==> src/rtl/traffic_pkg.sv <==
// ============================================================================
// Module      : traffic_pkg
// Description : Shared walk-FSM state encoding, light colours and default
//               timing constants for the traffic controller and its front end.
// Revision    : 1.0 - initial release
// ============================================================================
`default_nettype none

package traffic_pkg;

  typedef enum logic [1:0] {
    W_IDLE     = 2'd0,
    W_DEBOUNCE = 2'd1,
    W_PENDING  = 2'd2,
    W_SERVE    = 2'd3
  } walk_state_e;

  typedef enum logic [1:0] {
    LIGHT_RED    = 2'd0,
    LIGHT_YELLOW = 2'd1,
    LIGHT_GREEN  = 2'd2
  } light_e;

  localparam int DEF_DEBOUNCE_CYC = 2;
  localparam int DEF_SENSOR_ON    = 3;
  localparam int DEF_SENSOR_OFF   = 2;
  localparam int DEF_WAIT_W       = 8;
  localparam int DEF_STALE_LIMIT  = 30;

endpackage

`default_nettype wire

==> src/rtl/req_sync.sv <==
// ============================================================================
// Module      : req_sync
// Description : Two-flop synchroniser for one asynchronous input.
// Revision    : 1.0 - initial release
// ============================================================================
`default_nettype none

module req_sync (
  input  logic clk,
  input  logic rst,
  input  logic d_i,
  output logic q_o
);

  logic meta_q;
  logic sync_q;

  always_ff @(posedge clk or posedge rst) begin
    if (rst) begin
      meta_q <= 1'b0;
      sync_q <= 1'b0;
    end else begin
      meta_q <= d_i;
      sync_q <= meta_q;
    end
  end

  assign q_o = sync_q;

endmodule

`default_nettype wire

==> src/rtl/traffic_request_frontend.sv <==
// ============================================================================
// Module      : traffic_request_frontend
// Description : Button debounce / request hold and car-sensor hysteresis in
//               front of traffic_controller, plus a walk-wait age counter.
// Revision    : 1.0 - initial release
// ============================================================================
`default_nettype none

module traffic_request_frontend
  import traffic_pkg::*;
#(
  parameter int DEBOUNCE_CYC = DEF_DEBOUNCE_CYC,
  parameter int SENSOR_ON    = DEF_SENSOR_ON,
  parameter int SENSOR_OFF   = DEF_SENSOR_OFF,
  parameter int WAIT_W       = DEF_WAIT_W,
  parameter int STALE_LIMIT  = DEF_STALE_LIMIT
) (
  input  logic              clk,
  input  logic              rst,
  input  logic              walk_raw,
  input  logic              sensor_raw,
  input  logic              walk_light,
  output logic              walk_button,
  output logic              sensor_q,
  output logic [WAIT_W-1:0] walk_wait,
  output logic              walk_stale
);

  localparam int DCNT_W = $clog2(DEBOUNCE_CYC + 1);
  localparam int ON_W   = $clog2(SENSOR_ON + 1);
  localparam int OFF_W  = $clog2(SENSOR_OFF + 1);

  // Counters hold samples already seen, so the current sample completes the run
  localparam logic [DCNT_W-1:0] DCNT_LAST = DCNT_W'(DEBOUNCE_CYC - 1);
  localparam logic [ON_W-1:0]   ON_LAST   = ON_W'(SENSOR_ON - 1);
  localparam logic [OFF_W-1:0]  OFF_LAST  = OFF_W'(SENSOR_OFF - 1);
  localparam logic [WAIT_W:0]   STALE_C   = (WAIT_W + 1)'(STALE_LIMIT);

  logic w_s;
  logic s_s;

  req_sync u_walk_sync (
    .clk (clk),
    .rst (rst),
    .d_i (walk_raw),
    .q_o (w_s)
  );

  req_sync u_sensor_sync (
    .clk (clk),
    .rst (rst),
    .d_i (sensor_raw),
    .q_o (s_s)
  );

  walk_state_e       state_q;
  logic [DCNT_W-1:0] dcnt_q;
  logic [WAIT_W-1:0] wait_q;
  logic              button_q;

  always_ff @(posedge clk or posedge rst) begin
    if (rst) begin
      state_q  <= W_IDLE;
      dcnt_q   <= '0;
      wait_q   <= '0;
      button_q <= 1'b0;
    end else begin
      case (state_q)
        W_IDLE: begin
          if (w_s) begin
            wait_q <= '0;
            if (DEBOUNCE_CYC == 1) begin
              state_q  <= W_PENDING;
              button_q <= 1'b1;
              dcnt_q   <= '0;
            end else begin
              state_q <= W_DEBOUNCE;
              dcnt_q  <= DCNT_W'(1);
            end
          end
        end
        W_DEBOUNCE: begin
          if (!w_s) begin
            state_q <= W_IDLE;
            dcnt_q  <= '0;
          end else if (dcnt_q == DCNT_LAST) begin
            state_q  <= W_PENDING;
            button_q <= 1'b1;
            dcnt_q   <= '0;
          end else begin
            dcnt_q <= dcnt_q + DCNT_W'(1);
          end
        end
        W_PENDING: begin
          if (wait_q != '1) begin
            wait_q <= wait_q + WAIT_W'(1);
          end
          if (walk_light) begin
            state_q  <= W_SERVE;
            button_q <= 1'b0;
          end
        end
        W_SERVE: begin
          // A button still held from the served request must be released first
          if (!walk_light && !w_s) begin
            state_q <= W_IDLE;
          end
        end
        default: begin
          state_q  <= W_IDLE;
          button_q <= 1'b0;
        end
      endcase
    end
  end

  logic [ON_W-1:0]  on_cnt_q;
  logic [OFF_W-1:0] off_cnt_q;
  logic             qual_q;

  always_ff @(posedge clk or posedge rst) begin
    if (rst) begin
      on_cnt_q  <= '0;
      off_cnt_q <= '0;
      qual_q    <= 1'b0;
    end else if (!qual_q) begin
      off_cnt_q <= '0;
      if (!s_s) begin
        on_cnt_q <= '0;
      end else if (on_cnt_q == ON_LAST) begin
        on_cnt_q <= '0;
        qual_q   <= 1'b1;
      end else begin
        on_cnt_q <= on_cnt_q + ON_W'(1);
      end
    end else begin
      on_cnt_q <= '0;
      if (s_s) begin
        off_cnt_q <= '0;
      end else if (off_cnt_q == OFF_LAST) begin
        off_cnt_q <= '0;
        qual_q    <= 1'b0;
      end else begin
        off_cnt_q <= off_cnt_q + OFF_W'(1);
      end
    end
  end

  assign walk_button = button_q;
  assign sensor_q    = qual_q;
  assign walk_wait   = wait_q;
  assign walk_stale  = ({1'b0, wait_q} >= STALE_C);

endmodule

`default_nettype wire

==> config.mk <==
export PLATFORM = sky130hd
export DESIGN_NAME = traffic_request_frontend
export DESIGN_NICKNAME = d
export VERILOG_FILES = /design/src/rtl/traffic_pkg.sv /design/src/rtl/req_sync.sv /design/src/rtl/traffic_request_frontend.sv
export SDC_FILE = /design/constraint.sdc
export NUM_CORES = 1
export LEC_CHECK = 0
export BUFFER_PORTS_ARGS = -buffer_cell sky130_fd_sc_hd__buf_2
export CORE_MARGIN = 3
export CORE_UTILIZATION = 53
export CTS_CLUSTER_DIAMETER = 120
export DETAILED_ROUTE_END_ITERATION = 10
export PLACE_DENSITY = 0.75
export SLEW_MARGIN = 5
export SYNTH_ARGS = -nofsm -noshare
export SYNTH_HDL_FRONTEND = slang
export SYNTH_HIERARCHICAL = 1
export SYNTH_SLANG_ARGS = --single-unit
==> constraint.sdc <==
create_clock -name clk -period 1.8 [get_ports clk]
set_clock_uncertainty 0.1 [all_clocks]
set_input_delay 0.18 -clock clk [delete_from_list [all_inputs] [get_ports clk]]
set_output_delay 0.18 -clock clk [all_outputs]
set_load 0.01 [all_outputs]
==> results by group, run 1 <==
Layout
  – ANT cells: 0
  – Post-route core utilization: 0.6773
  – Fin nets: roughly 130
  – Non-filler cells, final: ~140
  – Final Cell Area: between 1000 and 1500 µm²
  – Layout cells sized above 1: 0.2458
  – Most frequent cells in the layout: 21 x dfrtp_1, 15 x buf_2, 9 x nand2_1, 9 x o21ai_0
  – Syn-to-layout area delta: 18.93%
  – Most common cell after layout, fill and taps aside: dfrtp_1

Route
  – Via count: a little under 800
  – DRT Pass-1 Iters: 5
  – Final WL: roughly 1.8 mm
  – Routed vias/inst: 5.538
  – DRC: 0
  – DR WL/cell: ~12 µm
  – Post-DRT Antenna Nets: 0
  – Iteration-0 DRC count of the detailed router: 21

Worst hold path
  – HP Start: walk_light
  – Hold crit path type: in -> reg

Critical path
  – WP data arrival: ~1.8 ns
  – Delay-heaviest family, CP: compound AO/OA/AOI/OAI gates
  – Worst setup path start: walk_wait[0]
  – Crit-path slowest cell: dfrtp_1
  – Worst setup EP type: flip-flop
  – R2R Path Start: walk_wait[0]
  – Buf+Inv Stages, Crit Path: 0
  – Startpoint Class: flip-flop
  – Critical Path RT: 1.95 ns
  – CP max stage delay: between 0.4 and 0.5 ns
  – Crit-path cells: ha_2, and4_4, a41oi_4, a41oi_1, a31oi_1
  – CP Max Fanout: 6
  – Setup CP Type: reg -> reg

Placement
  – HPWL Detailed: between 1 and 1.5 mm
  – Gpl congestion: 0.8389
  – Port bufs: 15
  – Dpl cell area: 1101 µm²
  – Placed cell count: roughly 140

CTS
  – Clock latency on the worst-skew pair: about 0.31 ns
  – Clock transition at path regs: roughly 0.12 ns
  – CTS tree: yes
  – CTS root buffer: clkbuf_4
  – Clock buffer depth: 2
  – Htree depth: 1
  – CTS Sinks: 22
  – CTS Buf Count: 3

GRT
  – Pin count of the biggest net entering global routing: 19
  – Vias in the first global route: approximately 700
  – Total grt overflow: 0
  – Initial antenna violation count: 0
  – First-pass GRT wire length: between 3 and 4 mm
  – Gr usage total: 0.1648

Pwr
  – Overall power: ~1.6 mW
  – Peak supply drop: just over 1000 µV
  – PD cells: 1312 nW/µm²
  – Pleak: between 0.5 and 0.6 nW

Outcome
  – Outcome: finished, final reports clean

Logic synthesis
  – Post-Syn Instances: 97
  – Post-synthesis sequential area ratio: 0.5479
  – Average cell area after synthesis: around 10 µm²
  – Synthesized net count: 104
  – Unique cell type count in the Yosys netlist: 30
  – Cell area after synthesis: 1005 µm²
  – Ys Warns: 6
  – Yosys reg bits: 22

Die
  – Die W: about 50 µm
  – Die Y: 49.54 µm
  – Row cnt: 15
  – Initial Util: 0.5695
  – Die ar.: 2454 µm²
  – # IOs: 16
  – CORE AREA: 1764 µm²

STA
  – Slew margin rel.: 0.5662
  – Period Utilization, post-route: 0.9116
  – Hold Fails Final Rpt: 0
  – Minimum clock period: around 1.6 ns
  – Setup Total Neg Slack: 0 ns
  – RSZ-0062 raised after global routing: false
  – Max-slew violations: 0
  – Worst slew pin tran: 0.6500 ns
  – Final setup viols: 0
  – FMAX: just over 600 MHz

Run
  – Max cap viols: 0
==> worst register-to-register path: cells and delay by family (launching register included) <==
family                   cells  cell delay (ns)
AND/OR/NAND/NOR              1             0.21
adder cells (fa/ha/maj)      1             0.24
flip-flops                   1             0.44
AO/OA/AOI/OAI                3             0.58
==> synthesized netlist by cell type <==
cell type	number	area (µm²)
o21a_1	1	7.510
o22a_1	1	8.760
a41oi_1	1	8.760
o21ba_2	1	10.01
clkbuf_2	1	5.000
and2_1	1	6.260
nand4_1	3	18.77
nor3_1	1	5.000
nor2_1	8	30.03
o21ai_0	10	50.05
nand2_1	9	33.78
o21ai_2	1	8.760
nand3_1	3	15.01
nand2b_2	1	8.760
a21oi_1	8	40.04
buf_2	1	5.000
a31oi_1	5	31.28
ha_1	2	25.02
inv_1	6	22.52
a41oi_4	1	27.53
mux2_2	1	11.26
and3_2	1	7.510
nor3b_1	1	7.510
dfrtp_1	22	550.5
nor4b_1	2	17.52
o31ai_1	1	7.510
a22o_1	1	8.760
o31a_1	1	8.760
nor2b_1	1	6.260
and4_4	1	11.26
==> report_power, final <==
part | switching (mW) | internal (mW) | leakage [nW] | total [mW]
Combinational | 0.246 | 0.215 | 0.241 | 0.461
Clock | 0.146 | 0.225 | 0.0279 | 0.371
Sequential | 0.136 | 0.599 | 0.282 | 0.735
==> cells by family after synthesis <==
logic type | Yosys count | share of synthesized area
buf+inv | 8 | 0.03237
mux | 1 | 0.01121
simple gates | 32 | 0.1669
flops | 22 | 0.5479
fa+ha+maj | 2 | 0.02490
compound gates | 32 | 0.2167
==> path summary, 6_finish.rpt <==
check                      slack (ns)  cells past startpoint           endpoint
hold reg to reg                  0.26                      0    u_walk_sync/q_o
hold / removal                   0.05                      3         state_q[0]
max in group asynchronous        0.74                      3       walk_wait[1]
min in group asynchronous        0.16                      3  u_sensor_sync/q_o
setup / recovery                 0.16                      5       walk_wait[7]
setup reg to reg                 0.16                      5       walk_wait[7]
==> per-stage QoR <==
step	hold WS, ns	worst slack, ns
floorplan	-0.1788	0.1696
global placement	-0.05121	0.1570
detailed placement	-0.04225	0.1177
CTS	0.04063	0.09471
global route	0.07421	0.03501
finish	0.04755	0.1591
==> metal layers <==
layer / vias to the layer above / part of all wire / global-route usage
li1: 398 / - / -
met3: 4 / 0.054 / 0.05438
met2: 22 / 0.46 / 0.2445
met5: - / 0 / 0
met1: 368 / 0.47 / 0.2259
met4: 0 / 0.014 / 0.05530
==> final cells by class <==
type	instances	area (µm²)
inverter	6	22.52
multi-input combinational	67	424.2
clock inverter	1	30.03
clock buffer	3	22.52
fill	141	569.3
tap	25	31.28
sequential	22	551.8
timing repair buffer	19	112.6
==> state kept, by name (all words and copies together), names as in the netlist, named ones only <==
signal,flops
dcnt_q,2
off_cnt_q,2
on_cnt_q,2
sensor_q,1
state_q,1
u_sensor_sync/meta_q,1
u_sensor_sync/q_o,1
u_walk_sync/meta_q,1
u_walk_sync/q_o,1
walk_button,1
walk_wait,8
==> what timing repair did <==
action,4_1_cts,5_1_grt
hold buffers,3,0
buffers inserted,0,1
gates resized for setup,0,3
endpoints found under the setup margin,0,2
endpoints found under the hold margin,24,0
No activity file was read; power rests on OpenSTA's default activity.
==> inputs of run 2 (changes only) <==
--- a/config.mk
+++ b/config.mk
@@ -5,12 +5,13 @@
 export SDC_FILE = /design/constraint.sdc
 export NUM_CORES = 1
 export LEC_CHECK = 0
+export ABC_AREA = 1
 export BUFFER_PORTS_ARGS = -buffer_cell sky130_fd_sc_hd__buf_2
 export CORE_MARGIN = 3
-export CORE_UTILIZATION = 53
+export CORE_UTILIZATION = 55
 export CTS_CLUSTER_DIAMETER = 120
 export DETAILED_ROUTE_END_ITERATION = 10
-export PLACE_DENSITY = 0.75
+export PLACE_DENSITY = 0.77
 export SLEW_MARGIN = 5
 export SYNTH_ARGS = -nofsm -noshare
 export SYNTH_HDL_FRONTEND = slang
==> run 2 against run 1 <==
Global-route usage is 3.3 points higher. Area after synthesis is 9.3% higher. Highest routed layer unchanged. Total power is 2.0% lower. Fmax is 3.3% lower.
==> results by group, run 2 <==
Pwr
  – Switching part of the total: 0.3652 (+0.02855)
  – Int Pwr: 0.9752 mW (-6.2%)
  – Peak supply drop: 952.4 µV (-7.2%)
  – PD cells: 1184 nW/µm² (-9.7%)
  – Sequential power share: 0.438 (-0.031)
  – Pleak: 0.6797 nW (+23%)
  – Net Sw Power: 0.5609 mW (+6.3%)
  – Clk pwr share: 0.250 (+0.013)
  – Comb pwr share: 0.312 (+0.018)

Die
  – Die W: 50.69 µm (+2.3%)
  – CORE AREA: 1802 µm² (+2.1%)
  – Initial Util: 0.6097 (+0.04022)
  – Die ar.: 2569 µm² (+4.7%)
  – Die Y: 50.69 µm (+2.3%)
  – # IOs: 16 (unchanged)
  – Row cnt: 15 (unchanged)

CTS
  – CTS Sinks: 22 (unchanged)
  – CTS root buffer: clkbuf_4
  – Clock buffer depth: 2 (unchanged)
  – CTS tree: yes
  – Clock transition at path regs: 0.12 ns (about the same)
  – Htree depth: 1 (unchanged)
  – CTS Buf Count: 3 (unchanged)
  – Clock latency on the worst-skew pair: 0.32 ns (about the same)
  – Post-cts gate resize count: 0 (unchanged)

Layout
  – Fin nets: 165 (+31%)
  – Most frequent cells in the layout: 35 x nand2_1, 22 x dfrtp_1, 17 x inv_1, 16 x nand3_1, 15 x buf_2
  – Largest register FFs: 8 (unchanged)
  – Layout cells sized above 1: 0.2102 (-0.03557)
  – Syn-to-layout area delta: 18.11%
  – Most common cell after layout, fill and taps aside: nand2_1
  – ANT cells: 0 (unchanged)

Logic synthesis
  – Synthesized net count: 141 (+36%)
  – Most frequent cells after synthesis: 35 x nand2_1, 22 x dfrtp_1, 17 x inv_1
  – Post-Syn Instances: 134 (+38%)
  – Top_reg_cell synth: dfrtp_1
  – Ys Warns: 6 (unchanged)
  – Largest cells by area after synthesis: dfrtp_1 50%, nand2_1 12%, nand3_1 7.3%, inv_1 5.8%, nor2_4 3.1%
  – Post-synthesis sequential area ratio: 0.5011 (-0.04681)
  – Post-synth top area share: 0.5011 (-0.04681)
  – Top-count cell post-synth: nand2_1
  – Unique cell type count in the Yosys netlist: 22 (-27%)
  – Leading area contributor after synthesis: dfrtp_1
  – Cell area after synthesis: 1099 µm² (+9.3%)
  – EDFF count, synth: 0 (unchanged)
  – Average cell area after synthesis: 8.198 µm² (-21%)
  – Yosys reg bits: 22 (unchanged)
  – FFs w/ async S/R, synth: 1.000 (unchanged)

GRT
  – Vias in the first global route: 924 (+33%)
  – Pin count of the biggest net entering global routing: 19 (unchanged)
  – Gr usage total: 0.1975 (+0.03263)
  – Total grt overflow: 0 (unchanged)
  – First-pass GRT wire length: 3.739 mm (+20%)
  – Initial antenna violation count: 0 (unchanged)

STA
  – Max-slew violations: 0 (unchanged)
  – Hold Fails Final Rpt: 0 (unchanged)
  – FMAX: 589.3 MHz (-3.3%)
  – Setup Total Neg Slack: 0 ns (unchanged)
  – Worst slew pin tran: 0.6687 ns (+0.01865 ns)
  – RSZ-0062 raised after global routing: false
  – Period Utilization, post-route: 0.9428 (+0.03118)
  – Final setup viols: 0 (unchanged)
  – Minimum clock period: 1.697 ns (+0.05612 ns)
  – Slew margin rel.: 0.5537 (-0.01245)
  – Worst setup margin: 0.1030 ns (-0.05612 ns)

Outcome
  – Outcome: finished, final reports clean

Run
  – Max cap viols: 0 (unchanged)

Route
  – DRC: 0 (unchanged)
  – WL met2: 1.137 mm (+42%)
  – DR top layer: met4
  – Via count: 949 (+20%)
  – Post-DRT Antenna Nets: 0 (unchanged)
  – DR WL/cell: 11.90 µm (-2.8%)
  – Routed vias/inst: 5.214 (-5.9%)
  – Final WL: 2.165 mm (+24%)
  – Met3 Wirelength: 82 µm (-13%)
  – M1 WL: 902 µm (+8.5%)
  – DRT Pass-1 Iters: 4 (-1)
  – Iteration-0 DRC count of the detailed router: 12 (-43%)

Critical path
  – Startpoint Class: flip-flop
  – Critical Path RT: 1.52 ns (-0.43 ns)
  – Worst setup EP type: output pin
  – WP data arrival: 1.42 ns (-0.37 ns)
  – CP Max Fanout: 5 (-1)
  – Setup CP Type: reg -> out

Worst hold path
  – Hold crit path type: in -> async

Placement
  – Port bufs: 15 (unchanged)
  – HPWL Detailed: 1.516 mm (+17%)
  – Post-Place Worst Slack: 0.3675 ns (+0.2498 ns)
  – Gpl congestion: 0.8539 (+1.8%)
-- run 2: changes by cell type in the layout (fill, tap and decap cells not counted), sizes merged, moves of 5 or more --
cell,previous run,this run
nand3,3,16
a31oi,5,0
nand2,9,40
inv,6,20
o21ai,11,6
-- run 2: routing by layer --
layer,vias up,track usage
met5,-,0
met4,0,0.1076
met1,457,0.1931
met3,5,0.03858
li1,472,-
met2,15,0.3804
-- run 2: worst max-delay path: stages (launching register included) --
cell and delay [ns]:
dfrtp_1 0.42, inv_1 0.10, ha_1 0.19, o21ai_0 0.15
o21ai_0 0.09, buf_2 0.15
-- run 2: logic make-up (layout without fill, tap and decap cells) --
family	after synthesis	after routing	share of synthesized area
AOI/OAI and AO/OA	13	13	0.06607
xor gates and xnor gates	1	1	0.007974
adders and majority gates	2	2	0.02278
buffers and inverters	21	44	0.07517
DFF	22	22	0.5011
and+or+nand+nor	75	75	0.3269
-- run 2: stage by stage --
stage                     area, µm²  power, mW  hold slack (ns)  cells    util
final                          1297      1.536           0.1655    182  0.7201
after global routing           1297      1.631           0.1772    182  0.7201
after CTS                      1290      1.525           0.1492    181  0.7160
after detailed placement       1197      1.130         -0.04273    173  0.6646
after global placement         1197      1.108         -0.05226    173  0.6646
after floorplan                1099      1.015          -0.1788    134       -
-- run 2: power groups by stage --
stage / Combinational (mW) / Clock [mW] / Sequential (mW)
5_1_grt: 0.539 / 0.402 / 0.690
2_1_floorplan: 0.329 / 0 / 0.686
4_1_cts: 0.464 / 0.386 / 0.675
3_5_place_dp: 0.448 / 0 / 0.682
6_report: 0.480 / 0.383 / 0.673
3_3_place_gp: 0.431 / 0 / 0.677
-- run 2: cell type report --
type                    instances  area (µm²)
multi-input cells              91       465.4
flip-flops and latches         22       550.5
clock buffers                   3       22.52
repair buffers                 20       122.6
inverters                      20       75.07
well taps                      25       31.28
fillers                       150       504.2
clock inverters                 1       30.03
-- run 2: final timing paths --
check                                   startpoint                 end  slack, ns  cells past startpoint
worst min register to register  u_walk_sync/meta_q     u_walk_sync/q_o       0.27                      0
worst min-delay path                           rst  u_walk_sync/meta_q       0.17                      3
max in group asynchronous                      rst         on_cnt_q[0]       0.76                      3
worst max register to register        walk_wait[0]        walk_wait[0]       0.28                      9
min in group clk                u_walk_sync/meta_q     u_walk_sync/q_o       0.27                      0
worst max-delay path                  walk_wait[0]          walk_stale       0.10                      5
-- run 2: timing repair --
| item | CTS | global route |
|---|---|---|
| hold endpoints to repair | 25 | 0 |
| setup buffers | 0 | 1 |
| setup endpoints to repair | 0 | 1 |
| hold buffers | 4 | 0 |
==> inputs of run 3 (changes only) <==
--- a/config.mk
+++ b/config.mk
@@ -12,6 +12,7 @@
 export CTS_CLUSTER_DIAMETER = 120
 export DETAILED_ROUTE_END_ITERATION = 10
 export PLACE_DENSITY = 0.77
+export RECOVER_POWER = 25
 export SLEW_MARGIN = 5
 export SYNTH_ARGS = -nofsm -noshare
 export SYNTH_HDL_FRONTEND = slang
==> run 3 against run 2 <==
Routed wire length increased by 0.83%. Sequential power about the same. Cell area hardly changed. Flip-flop and latch count did not move. Largest power group unchanged. Via count rose by 1.4%. Hold slack worse by 0.0030 ns. Global-route usage is the same. First-iteration DRC count grew 17%. Register-to-register slack is essentially flat.
==> results by group, run 3 (synthesized netlist as in run 2, its figures left out) <==
Outcome
  – Outcome: finished, final reports clean

GRT
  – Initial antenna violation count: 0 (unchanged)
  – Pin count of the biggest net entering global routing: 19 (unchanged)
  – Vias in the first global route: 924 (unchanged)
  – First-pass GRT wire length: 3.739 mm (unchanged)
  – Gr usage total: 0.1975 (unchanged)
  – Total grt overflow: 0 (unchanged)

STA
  – FMAX: 589.2 MHz (about the same)
  – Setup Total Neg Slack: 0 ns (unchanged)
  – Max-slew violations: 0 (unchanged)
  – Fin Hold WS: 0.1625 ns (-0.002986 ns)
  – Worst slew pin tran: 0.6685 ns (-0.0001487 ns)
  – Final setup viols: 0 (unchanged)
  – Minimum clock period: 1.697 ns (+0.0001010 ns)
  – Period Utilization, post-route: 0.9429 (about the same)
  – Hold Fails Final Rpt: 0 (unchanged)
  – RSZ-0062 raised after global routing: false
  – Slew margin rel.: 0.5538 (about the same)

Route
  – Final WL: 2.183 mm (+0.83%)
  – DRC: 0 (unchanged)
  – Via count: 962 (+1.4%)
  – Post-DRT Antenna Nets: 0 (unchanged)
  – DR WL/cell: 11.99 µm (+0.83%)
  – Routed vias/inst: 5.286 (+1.4%)
  – Iteration-0 DRC count of the detailed router: 14 (+2)
  – DRT Pass-1 Iters: 4 (unchanged)

Critical path
  – Critical Path RT: 1.52 ns (about the same)
  – RR Endpoint: walk_wait[0]
  – Worst setup EP type: output pin
  – R2R Path Start: walk_wait[0]
  – R2R setup slack: 0.27 ns (about the same)
  – WP data arrival: 1.42 ns (about the same)
  – CP Max Fanout: 5 (unchanged)
  – R2R depth: 9 (unchanged)
  – Setup CP Type: reg -> out
  – End of the critical path: walk_stale
  – Worst setup path start: walk_wait[0]
  – Startpoint Class: flip-flop

Run
  – Max cap viols: 0 (unchanged)

Layout
  – Layout cells sized above 1: 0.2038 (-0.006369)
  – Largest register FFs: 8 (unchanged)
  – Most common cell after layout, fill and taps aside: nand2_1
  – Syn-to-layout area delta: 18.00% (about the same)
  – ANT cells: 0 (unchanged)
  – Post-route core utilization: 0.7194 (about the same)
  – Final Cell Area: 1296 µm² (about the same)
  – Fillers: 151 (+0.67%)
  – Fin nets: 165 (unchanged)
  – Most frequent cells in the layout: 35 x nand2_1, 22 x dfrtp_1, 17 x inv_1, 16 x nand3_1, 14 x buf_2
  – Multi-input gate area: 465.4 µm² (unchanged)
  – Sequential cell area: 550.5 µm² (unchanged)

Die
  – Die W: 50.69 µm (unchanged)
  – Die Y: 50.69 µm (unchanged)
  – Row cnt: 15 (unchanged)
  – Die ar.: 2569 µm² (unchanged)
  – Initial Util: 0.6097 (unchanged)
  – CORE AREA: 1802 µm² (unchanged)
  – # IOs: 16 (unchanged)

CTS
  – CTS Sinks: 22 (unchanged)
  – CTS tree: yes
  – Htree depth: 1 (unchanged)
  – Clock buffer depth: 2 (unchanged)
  – Clock latency on the worst-skew pair: 0.32 ns (about the same)
  – Clock transition at path regs: 0.12 ns (about the same)
  – CTS root buffer: clkbuf_4
  – CTS Buf Count: 3 (unchanged)
  – Post-cts gate resize count: 0 (unchanged)

Pwr
  – Peak supply drop: 952.8 µV (about the same)
  – PD cells: 1186 nW/µm² (+0.19%)
  – Pleak: 0.6769 nW (-0.41%)

Placement
  – Dpl cell area: 1197 µm² (unchanged)
  – Gpl congestion: 0.8539 (unchanged)
  – Port bufs: 15 (unchanged)
  – HPWL Detailed: 1.516 mm (unchanged)

Worst hold path
  – Hold crit path type: in -> async
-- run 3: how the worst min path moves through the flow --
stage | from | to | cells past startpoint
6_report | rst | u_walk_sync/meta_q | 3
5_1_grt | rst | u_sensor_sync/q_o | 3
4_1_cts | rst | u_sensor_sync/q_o | 3
3_5_place_dp | rst | u_sensor_sync/q_o | 2
3_3_place_gp | rst | u_walk_sync/meta_q | 2
2_1_floorplan | rst | u_sensor_sync/meta_q | 1
-- run 3: metrics by stage --
| stage | instances | total power [mW] | worst slack (ns) |
|---|---|---|---|
| floorplan | 134 | 1.015 | 0.4347 |
| global placement | 173 | 1.108 | 0.4385 |
| detailed placement | 173 | 1.130 | 0.3675 |
| CTS | 181 | 1.525 | 0.06216 |
| global route | 182 | 1.631 | 0.02267 |
| finish | 182 | 1.538 | 0.1029 |
-- run 3: report_power, final --
part	switching [mW]	internal [mW]
registers	0.0949	0.579
logic	0.310	0.170
clock network	0.158	0.225
total	0.563	0.975
-- run 3: repair_timing --
item	4_1_cts	5_1_grt
endpoints found under the hold margin	25	0
setup buffers	0	1
setup endpoints to repair	0	1
hold buffers	4	0
-- run 3: worst max-delay path: stages (launching register included) --
cell,delay (ns)
dfrtp_1,0.42
inv_1,0.10
ha_1,0.19
o21ai_0,0.15
o21ai_0,0.09
buf_2,0.15
-- run 3: layer usage --
layer | vias to the layer above | global-route usage | routed length [µm]
met2 | 19 | 0.3804 | 1145
met5 | - | 0 | 0
met4 | 0 | 0.1076 | 44
li1 | 472 | - | -
met1 | 466 | 0.1931 | 909
met3 | 5 | 0.03858 | 84
-- run 3: final cells by class --
| type | count | share of cell area |
|---|---|---|
| Clock buffer | 3 | 0.01737 |
| Tap cell | 25 | 0.02413 |
| Timing Repair Buffer | 20 | 0.09363 |
| Clock inverter | 1 | 0.02317 |
| Multi-Input combinational cell | 91 | 0.3591 |
| Inverter | 20 | 0.05792 |
| Sequential cell | 22 | 0.4247 |
